--- src/rtl/mac_output_packer.sv ---
// mac_output_packer: optional ReLU per FP32 beat, packs PACK_N beats into one
// wide word (early close on i_last) and buffers packed words in a small FIFO.
module mac_output_packer #(
    parameter int unsigned DATA_W     = 32,
    parameter int unsigned PACK_N     = 4,
    parameter int unsigned FIFO_DEPTH = 2
) (
    input  logic                     i_clk,
    input  logic                     i_reset,
    input  logic                     i_relu_enable,
    input  logic                     mac_output_packer_i_valid,
    output logic                     mac_output_packer_o_ready,
    input  logic [DATA_W-1:0]        mac_output_packer_i_data,
    input  logic                     mac_output_packer_i_last,
    output logic                     mac_output_packer_o_valid,
    input  logic                     mac_output_packer_i_ready,
    output logic [DATA_W*PACK_N-1:0] mac_output_packer_o_data,
    output logic [PACK_N-1:0]        mac_output_packer_o_mask,
    output logic                     mac_output_packer_o_last
);

    localparam int unsigned WORD_W = DATA_W * PACK_N;
    localparam int unsigned CNT_W  = $clog2(PACK_N);
    localparam int unsigned PTR_W  = (FIFO_DEPTH > 1) ? $clog2(FIFO_DEPTH) : 1;
    localparam int unsigned FCNT_W = $clog2(FIFO_DEPTH + 1);

    typedef struct packed {
        logic              last;
        logic [PACK_N-1:0] mask;
        logic [WORD_W-1:0] data;
    } entry_t;

    // Packing state
    logic [CNT_W-1:0]  r_cnt;
    logic [WORD_W-1:0] r_word;
    logic [PACK_N-1:0] r_mask;

    // FIFO state
    entry_t            r_mem [FIFO_DEPTH];
    logic [PTR_W-1:0]  r_wr_ptr;
    logic [PTR_W-1:0]  r_rd_ptr;
    logic [FCNT_W-1:0] r_count;

    logic              w_accept;
    logic              w_close;
    logic              w_pop;
    logic [DATA_W-1:0] w_lane_val;
    logic [WORD_W-1:0] w_word_next;
    logic [PACK_N-1:0] w_mask_next;
    logic [PTR_W-1:0]  w_wr_ptr_inc;
    logic [PTR_W-1:0]  w_rd_ptr_inc;

    assign mac_output_packer_o_ready = !i_reset && (r_count < FCNT_W'(FIFO_DEPTH));
    assign mac_output_packer_o_valid = (r_count != '0);
    assign mac_output_packer_o_data  = r_mem[r_rd_ptr].data;
    assign mac_output_packer_o_mask  = r_mem[r_rd_ptr].mask;
    assign mac_output_packer_o_last  = r_mem[r_rd_ptr].last;

    assign w_accept = mac_output_packer_i_valid && mac_output_packer_o_ready;
    assign w_pop    = mac_output_packer_o_valid && mac_output_packer_i_ready;
    assign w_close  = w_accept && ((r_cnt == CNT_W'(PACK_N - 1)) || mac_output_packer_i_last);

    assign w_wr_ptr_inc = (r_wr_ptr == PTR_W'(FIFO_DEPTH - 1)) ? '0 : r_wr_ptr + PTR_W'(1);
    assign w_rd_ptr_inc = (r_rd_ptr == PTR_W'(FIFO_DEPTH - 1)) ? '0 : r_rd_ptr + PTR_W'(1);

    // ReLU on the sign bit only, then merge the beat into the current lane
    always_comb begin
        w_lane_val  = mac_output_packer_i_data;
        w_word_next = r_word;
        w_mask_next = r_mask | (PACK_N'(1) << r_cnt);
        if (i_relu_enable && mac_output_packer_i_data[DATA_W-1]) begin
            w_lane_val = '0;
        end
        w_word_next[32'(r_cnt) * DATA_W +: DATA_W] = w_lane_val;
    end

    // Lane counter and partial word; cleared whenever a word closes
    always_ff @(posedge i_clk) begin
        if (i_reset) begin
            r_cnt  <= '0;
            r_word <= '0;
            r_mask <= '0;
        end else if (w_close) begin
            r_cnt  <= '0;
            r_word <= '0;
            r_mask <= '0;
        end else if (w_accept) begin
            r_cnt  <= r_cnt + CNT_W'(1);
            r_word <= w_word_next;
            r_mask <= w_mask_next;
        end
    end

    // Packed-word FIFO; push is only possible when not full because of o_ready
    always_ff @(posedge i_clk) begin
        if (i_reset) begin
            for (int i = 0; i < int'(FIFO_DEPTH); i++) begin
                r_mem[i] <= '0;
            end
            r_wr_ptr <= '0;
            r_rd_ptr <= '0;
            r_count  <= '0;
        end else begin
            if (w_close) begin
                r_mem[r_wr_ptr] <= '{last: mac_output_packer_i_last,
                                     mask: w_mask_next,
                                     data: w_word_next};
                r_wr_ptr        <= w_wr_ptr_inc;
            end
            if (w_pop) begin
                r_rd_ptr <= w_rd_ptr_inc;
            end
            if (w_close && !w_pop) begin
                r_count <= r_count + FCNT_W'(1);
            end else if (w_pop && !w_close) begin
                r_count <= r_count - FCNT_W'(1);
            end
        end
    end

endmodule

--- config.mk ---
export PLATFORM = sky130hd
export DESIGN_NAME = mac_output_packer
export DESIGN_NICKNAME = d
export VERILOG_FILES = /design/src/rtl/mac_output_packer.sv
export SDC_FILE = /design/constraint.sdc
export NUM_CORES = 1
export LEC_CHECK = 0
export BUFFER_PORTS_ARGS = -buffer_cell sky130_fd_sc_hd__buf_2
export CAP_MARGIN = 10
export CORE_AREA = 5 5 192 194
export CTS_CLUSTER_DIAMETER = 50
export DETAILED_ROUTE_END_ITERATION = 8
export DIE_AREA = 0 0 197 199
export PLACE_DENSITY = 0.74
export RECOVER_POWER = 50
export SYNTH_ARGS = -nofsm -noshare
export SYNTH_HDL_FRONTEND = slang
export SYNTH_SLANG_ARGS = --single-unit
--- constraint.sdc ---
create_clock -name i_clk -period 11.51 [get_ports i_clk]
set_input_delay 1.7265 -clock i_clk [delete_from_list [all_inputs] [get_ports i_clk]]
set_output_delay 1.7265 -clock i_clk [all_outputs]
set_load 0.01 [all_outputs]
Word level (Yosys, flattened, before mapping)
Memories as Yosys holds them, arrays and structs flattened. A register that Yosys moved wholly into a read port is not among the register bits.
Cells that the tools add are included.
Operators by class
  shifts and indexed selects: 3
  add/subtract/negate cells: 6
  eq/ne operators: 1
  multiplexer cells: 16
  order comparisons: 1
  reductions and logical operators: 15
  bitwise logic cells: 1
Operators with widths (count)
  2-to-1 mux 133 bit: 1
  OR reduction 133 bit: 1
  bitwise mux 128 bit: 1
  variable shift 32 x 34 -> 128 bit, first input constant: 1
  variable part select 32 x 34 -> 128 bit: 1
  negator 7 -> 34 bit: 1
  2-to-1 mux 32 bit: 1
  2-to-1 mux 1 bit: 11
  logical AND 1 bit: 7
  adder 2 x 1 -> 2 bit, second input constant: 2
  2-to-1 mux 2 bit: 2
  OR 4 bit: 1
  nonzero test 2 bit: 2
  << shifter 1 x 2 -> 4 bit, first input constant: 1
  logical NOT 1 bit: 3
  adder 1 bit, second input constant: 2
  == test 2 bit, second input constant: 1
  < comparator 2 bit, second input constant: 1
  OR reduction 2 bit: 1
  subtractor 2 x 1 -> 2 bit, second input constant: 1
  logical OR 1 bit: 1
Storage, ports and cells
  logic and storage cells: 50
  input bits: 38
  output and inout bits: 135
  memories: 1
  register bits after elaboration: 138
  RAM bits: 266
Memories
  r_mem: depth 2, bits a word 133, read ports 1, clocked after Yosys merged registers in 1, wr ports 2, line 39  | entry_t r_mem [FIFO_DEPTH];

Logic depth before layout (Yosys ltp)
  word-level depth: 9
  depth in mapped cells: 8
  mapped depth without buffers: 7

Worst setup path before layout
No wires, ideal clock.
  kind: input to register
  start: input port i_reset
  end: memory r_mem[0][0] in the netlist's numbering, enable pin
  path buffers: 3
  required time: 11.013 ns
  arrival time: 5.674 ns
  setup time: 0.497 ns
  slack: 5.339 ns
  stages: 6
  path through: or3b_4 > or3_1 > buf_2 > buf_6 > buf_6 > nand2_1
RTL lines
  start: declaration: line 9  | input logic i_reset,
  end: declaration: line 39

==> impl_metrics.json <==
{
  "first_iter_violations": 1498,
  "path_common_cell": "clkbuf_1",
  "pwr-share-comb": 0.195,
  "clkPwrFrac": 0.362,
  "synth_top_area_cell": "edfxtp_1",
  "portBuffers": 172,
  "num_antenna_cells": 0,
  "post-route-util": 0.558,
  "synthFlopType": "edfxtp_1",
  "dp_hpwl_um": 27200,
  "num-nets-final": 1478,
  "cpMaxStageDelayCell": "clkbuf_1",
  "cts_tree": "done",
  "postCtsSetupBuffers": 0,
  "synth.area.top_cells": "edfxtp_1 (46%), dfxtp_1 (16%), mux2_2 (8.7%)",
  "critPathCaptureType": "flip-flop",
  "finalCritPeriodShare": 0.669,
  "die_area_sq_um": 39200,
  "avgSynthCellArea_sq_um": 12.7,
  "max_stage_delay_ns": 2.41,
  "path_class": "in2reg",
  "worst_pin_slew_ns": 4.04,
  "cp_num_buf_inv": 3,
  "status": "finished with violations",
  "clock-sinks": 405,
  "rsz0062_at_grt": "no",
  "clock_skew_ns": 0.0215,
  "wl_per_cell_um": 23.3,
  "setup_violations": 0,
  "hp-class": "reg2reg",
  "die_x_um": 197,
  "antenna_left": 0,
  "yosysUniqueCellTypes": 40,
  "drc": 0,
  "insertion_delay_ns": 0.54,
  "grt_pass1_wl_um": 68200,
  "grt.total_usage": 0.220,
  "p_sw_w": 0.00102,
  "dp.cells": 1845,
  "violations": "max-capacitance violations, max-slew violations",
  "netlist_area_sq_um": 17200,
  "cts_made_buffers": 42,
  "routabilityCongestion": 0.817,
  "row_count": 69,
  "globalRouteOverflowTotal": 0,
  "ir_drop_mv": 0.105,
  "drive_gt1_frac": 0.270,
  "finalPower_w": 0.00371,
  "synth_edf_count": 266,
  "synthCells": 1355,
  "firstDrtPassIters": 6,
  "swShare": 0.275,
  "pwr-share-seq": 0.443,
  "ctsResizeCount": 0,
  "finalCriticalPeriod_ns": 7.70,
  "cap_violations": 7,
  "htree_levels": 2,
  "initial_utilization": 0.491,
  "syn_nets": 1402,
  "timing.setup.tns_ns": 0,
  "p_int_w": 0.00269,
  "startpoint_type": "primary input",
  "synth_top_cell_area_share": 0.464,
  "num_vias": 12015,
  "maxSlewViolCount": 402,
  "dieHeight_um": 199,
  "yosysSeqAreaShare": 0.626,
  "synth_seq_cells": 405,
  "hold_violations": 0,
  "max_slew_margin": -1.70,
  "cts_root_buf": "clkbuf_16",
  "io_pins": 173,
  "vias_per_cell": 6.24,
  "yosysWarnings": 0,
  "ctsHoldBuffers": 0,
  "grt_max_degree": 78,
  "grt_pass1_vias": 11569,
  "cts_buffer_depth": 3,
  "core_area_sq_um": 35100,
  "async_flop_share": 0,
  "cp_cell_sequence": "clkbuf_1 -> nor3b_1 -> clkbuf_1 -> nand3_1 -> clkbuf_1 -> nor2_1",
  "routed_wl_um": 44800,
  "stdcell_count": 1926,
  "critPathMaxFanout": 69,
  "worstPathRequired_ns": 11.65,
  "worstPathArrival_ns": 7.84,
  "antenna_found_initial": 0,
  "fmax_mhz": 130,
  "syn_to_final_growth_pct": 13.7,
  "cpLargestDelayFamily": "buffers and inverters",
  "clk_pin_slew_ns": 0.06,
  "pwr_density_cell_nw_per_um2": 190,
  "p_leak_nw": 6.77
}
## stage by stage
| step | instance area (sq um) | hold slack, ns | setup WS [ns] |
|---|---|---|---|
| 6_report | 19600 | 0.466 | 3.81 |
| 5_1_grt | 19600 | 0.477 | 3.35 |
| 4_1_cts | 19600 | 0.467 | 6.55 |
| 3_5_place_dp | 18200 | 0.447 | 6.30 |
| 3_3_place_gp | 18200 | 0.445 | 6.33 |
| 2_1_floorplan | 17200 | 0.431 | 5.34 |
## per-layer routing
layer | wire length, um | vias up | track usage | share of wire
met2 | 21400 | 563 | 0.353 | 0.48
met3 | 3950 | 61 | 0.0434 | 0.088
met4 | 888 | 0 | 0.0526 | 0.020
met1 | 18600 | 6004 | 0.312 | 0.42
li1 | - | 5387 | - | -
met5 | 0 | - | 0 | 0
## cells in the mapped netlist (all sizes together) (2+ instances only)
| master | number |
|---|---|
| a32oi | 124 |
| o2bb2ai | 31 |
| nor2 | 280 |
| o2111ai | 31 |
| a32o | 86 |
| edfxtp | 266 |
| and3b | 2 |
| mux2 | 133 |
| or2 | 2 |
| and3 | 14 |
| xor2 | 3 |
| ha | 9 |
| a21oi | 13 |
| or3 | 6 |
| dfxtp | 139 |
| nand2 | 6 |
| nor2b | 2 |
| and2 | 2 |
| nand3 | 3 |
| a22oi | 4 |
| o21ai | 6 |
| a22o | 9 |
| buf | 30 |
| clkbuf | 138 |
| inv | 6 |
## kinds of logic (layout without fill, tap and decap cells)
| logic type | after synthesis | after routing | share of synthesized area |
|---|---|---|---|
| flops | 405 | 405 | 0.626 |
| simple gates | 323 | 323 | 0.0784 |
| xor+xnor | 4 | 4 | 0.00204 |
| compound gates | 306 | 306 | 0.158 |
| mux | 133 | 133 | 0.0871 |
| fa+ha+maj | 9 | 9 | 0.00655 |
| buf+inv | 175 | 285 | 0.0423 |
## cell usage in the layout, fill, tap and decap left out, types with 3 or more instances in the layout
cell	synthesis	routed
dfxtp_1	139	139
xor2_1	3	3
o2111ai_1	31	31
o21ai_0	5	6
clkbuf_1	138	33
and3_1	14	14
nand2_1	6	3
a22o_1	9	9
a32o_1	86	86
a32oi_1	124	124
buf_2	9	160
a22oi_1	4	4
clkinv_1	1	3
mux2_2	133	132
inv_1	6	6
or3_1	6	6
o2bb2ai_1	31	31
edfxtp_1	266	266
ha_1	9	9
buf_4	0	19
a21oi_2	0	4
nor2_1	270	270
nand3_1	3	3
clkbuf_16	0	46
nor2_2	10	10
a21oi_1	13	9
clkinv_2	0	7
## area by class of cell
cell class | instances | area [sq um]
Clock buffer | 64 | 1250
Multi-Input combinational cell | 775 | 5760
Sequential cell | 405 | 10800
Tap cell | 461 | 577
Inverter | 7 | 26.3
Timing Repair Buffer | 200 | 1060
Clock inverter | 14 | 130
Fill cell | 2910 | 15500
## state kept, by name, summed over array words and instances, names as in the netlist, named ones only
signal    cells
r_mem       266
r_word      128
r_mask        4
r_cnt         2
r_count       2
r_rd_ptr      1
r_wr_ptr      1
## power groups by stage
| stage | clock (W) | combinational (W) | sequential [W] |
|---|---|---|---|
| 2_1_floorplan | 0 | 0.000482 | 0.00167 |
| 3_3_place_gp | 0 | 0.000727 | 0.00167 |
| 3_5_place_dp | 0 | 0.000729 | 0.00168 |
| 4_1_cts | 0.00135 | 0.000733 | 0.00164 |
| 5_1_grt | 0.00142 | 0.000772 | 0.00165 |
| 6_report | 0.00134 | 0.000725 | 0.00164 |
## final timing paths
kind                                                    end                     from  slack (ns)  cells past startpoint
worst max-delay path            r_mem[1][111]$_SDFFCE_PN0P_                  i_reset        3.81                      6
worst min-delay path                r_word[98]$_SDFFE_PP0P_  r_word[98]$_SDFFE_PP0P_        0.47                      1
worst max register to register  r_mem[0][116]$_SDFFCE_PN0P_    r_cnt[0]$_SDFFE_PP0P_        4.92                      6
worst min register to register      r_word[98]$_SDFFE_PP0P_  r_word[98]$_SDFFE_PP0P_        0.47                      1
(Power assumes the default switching activity.)
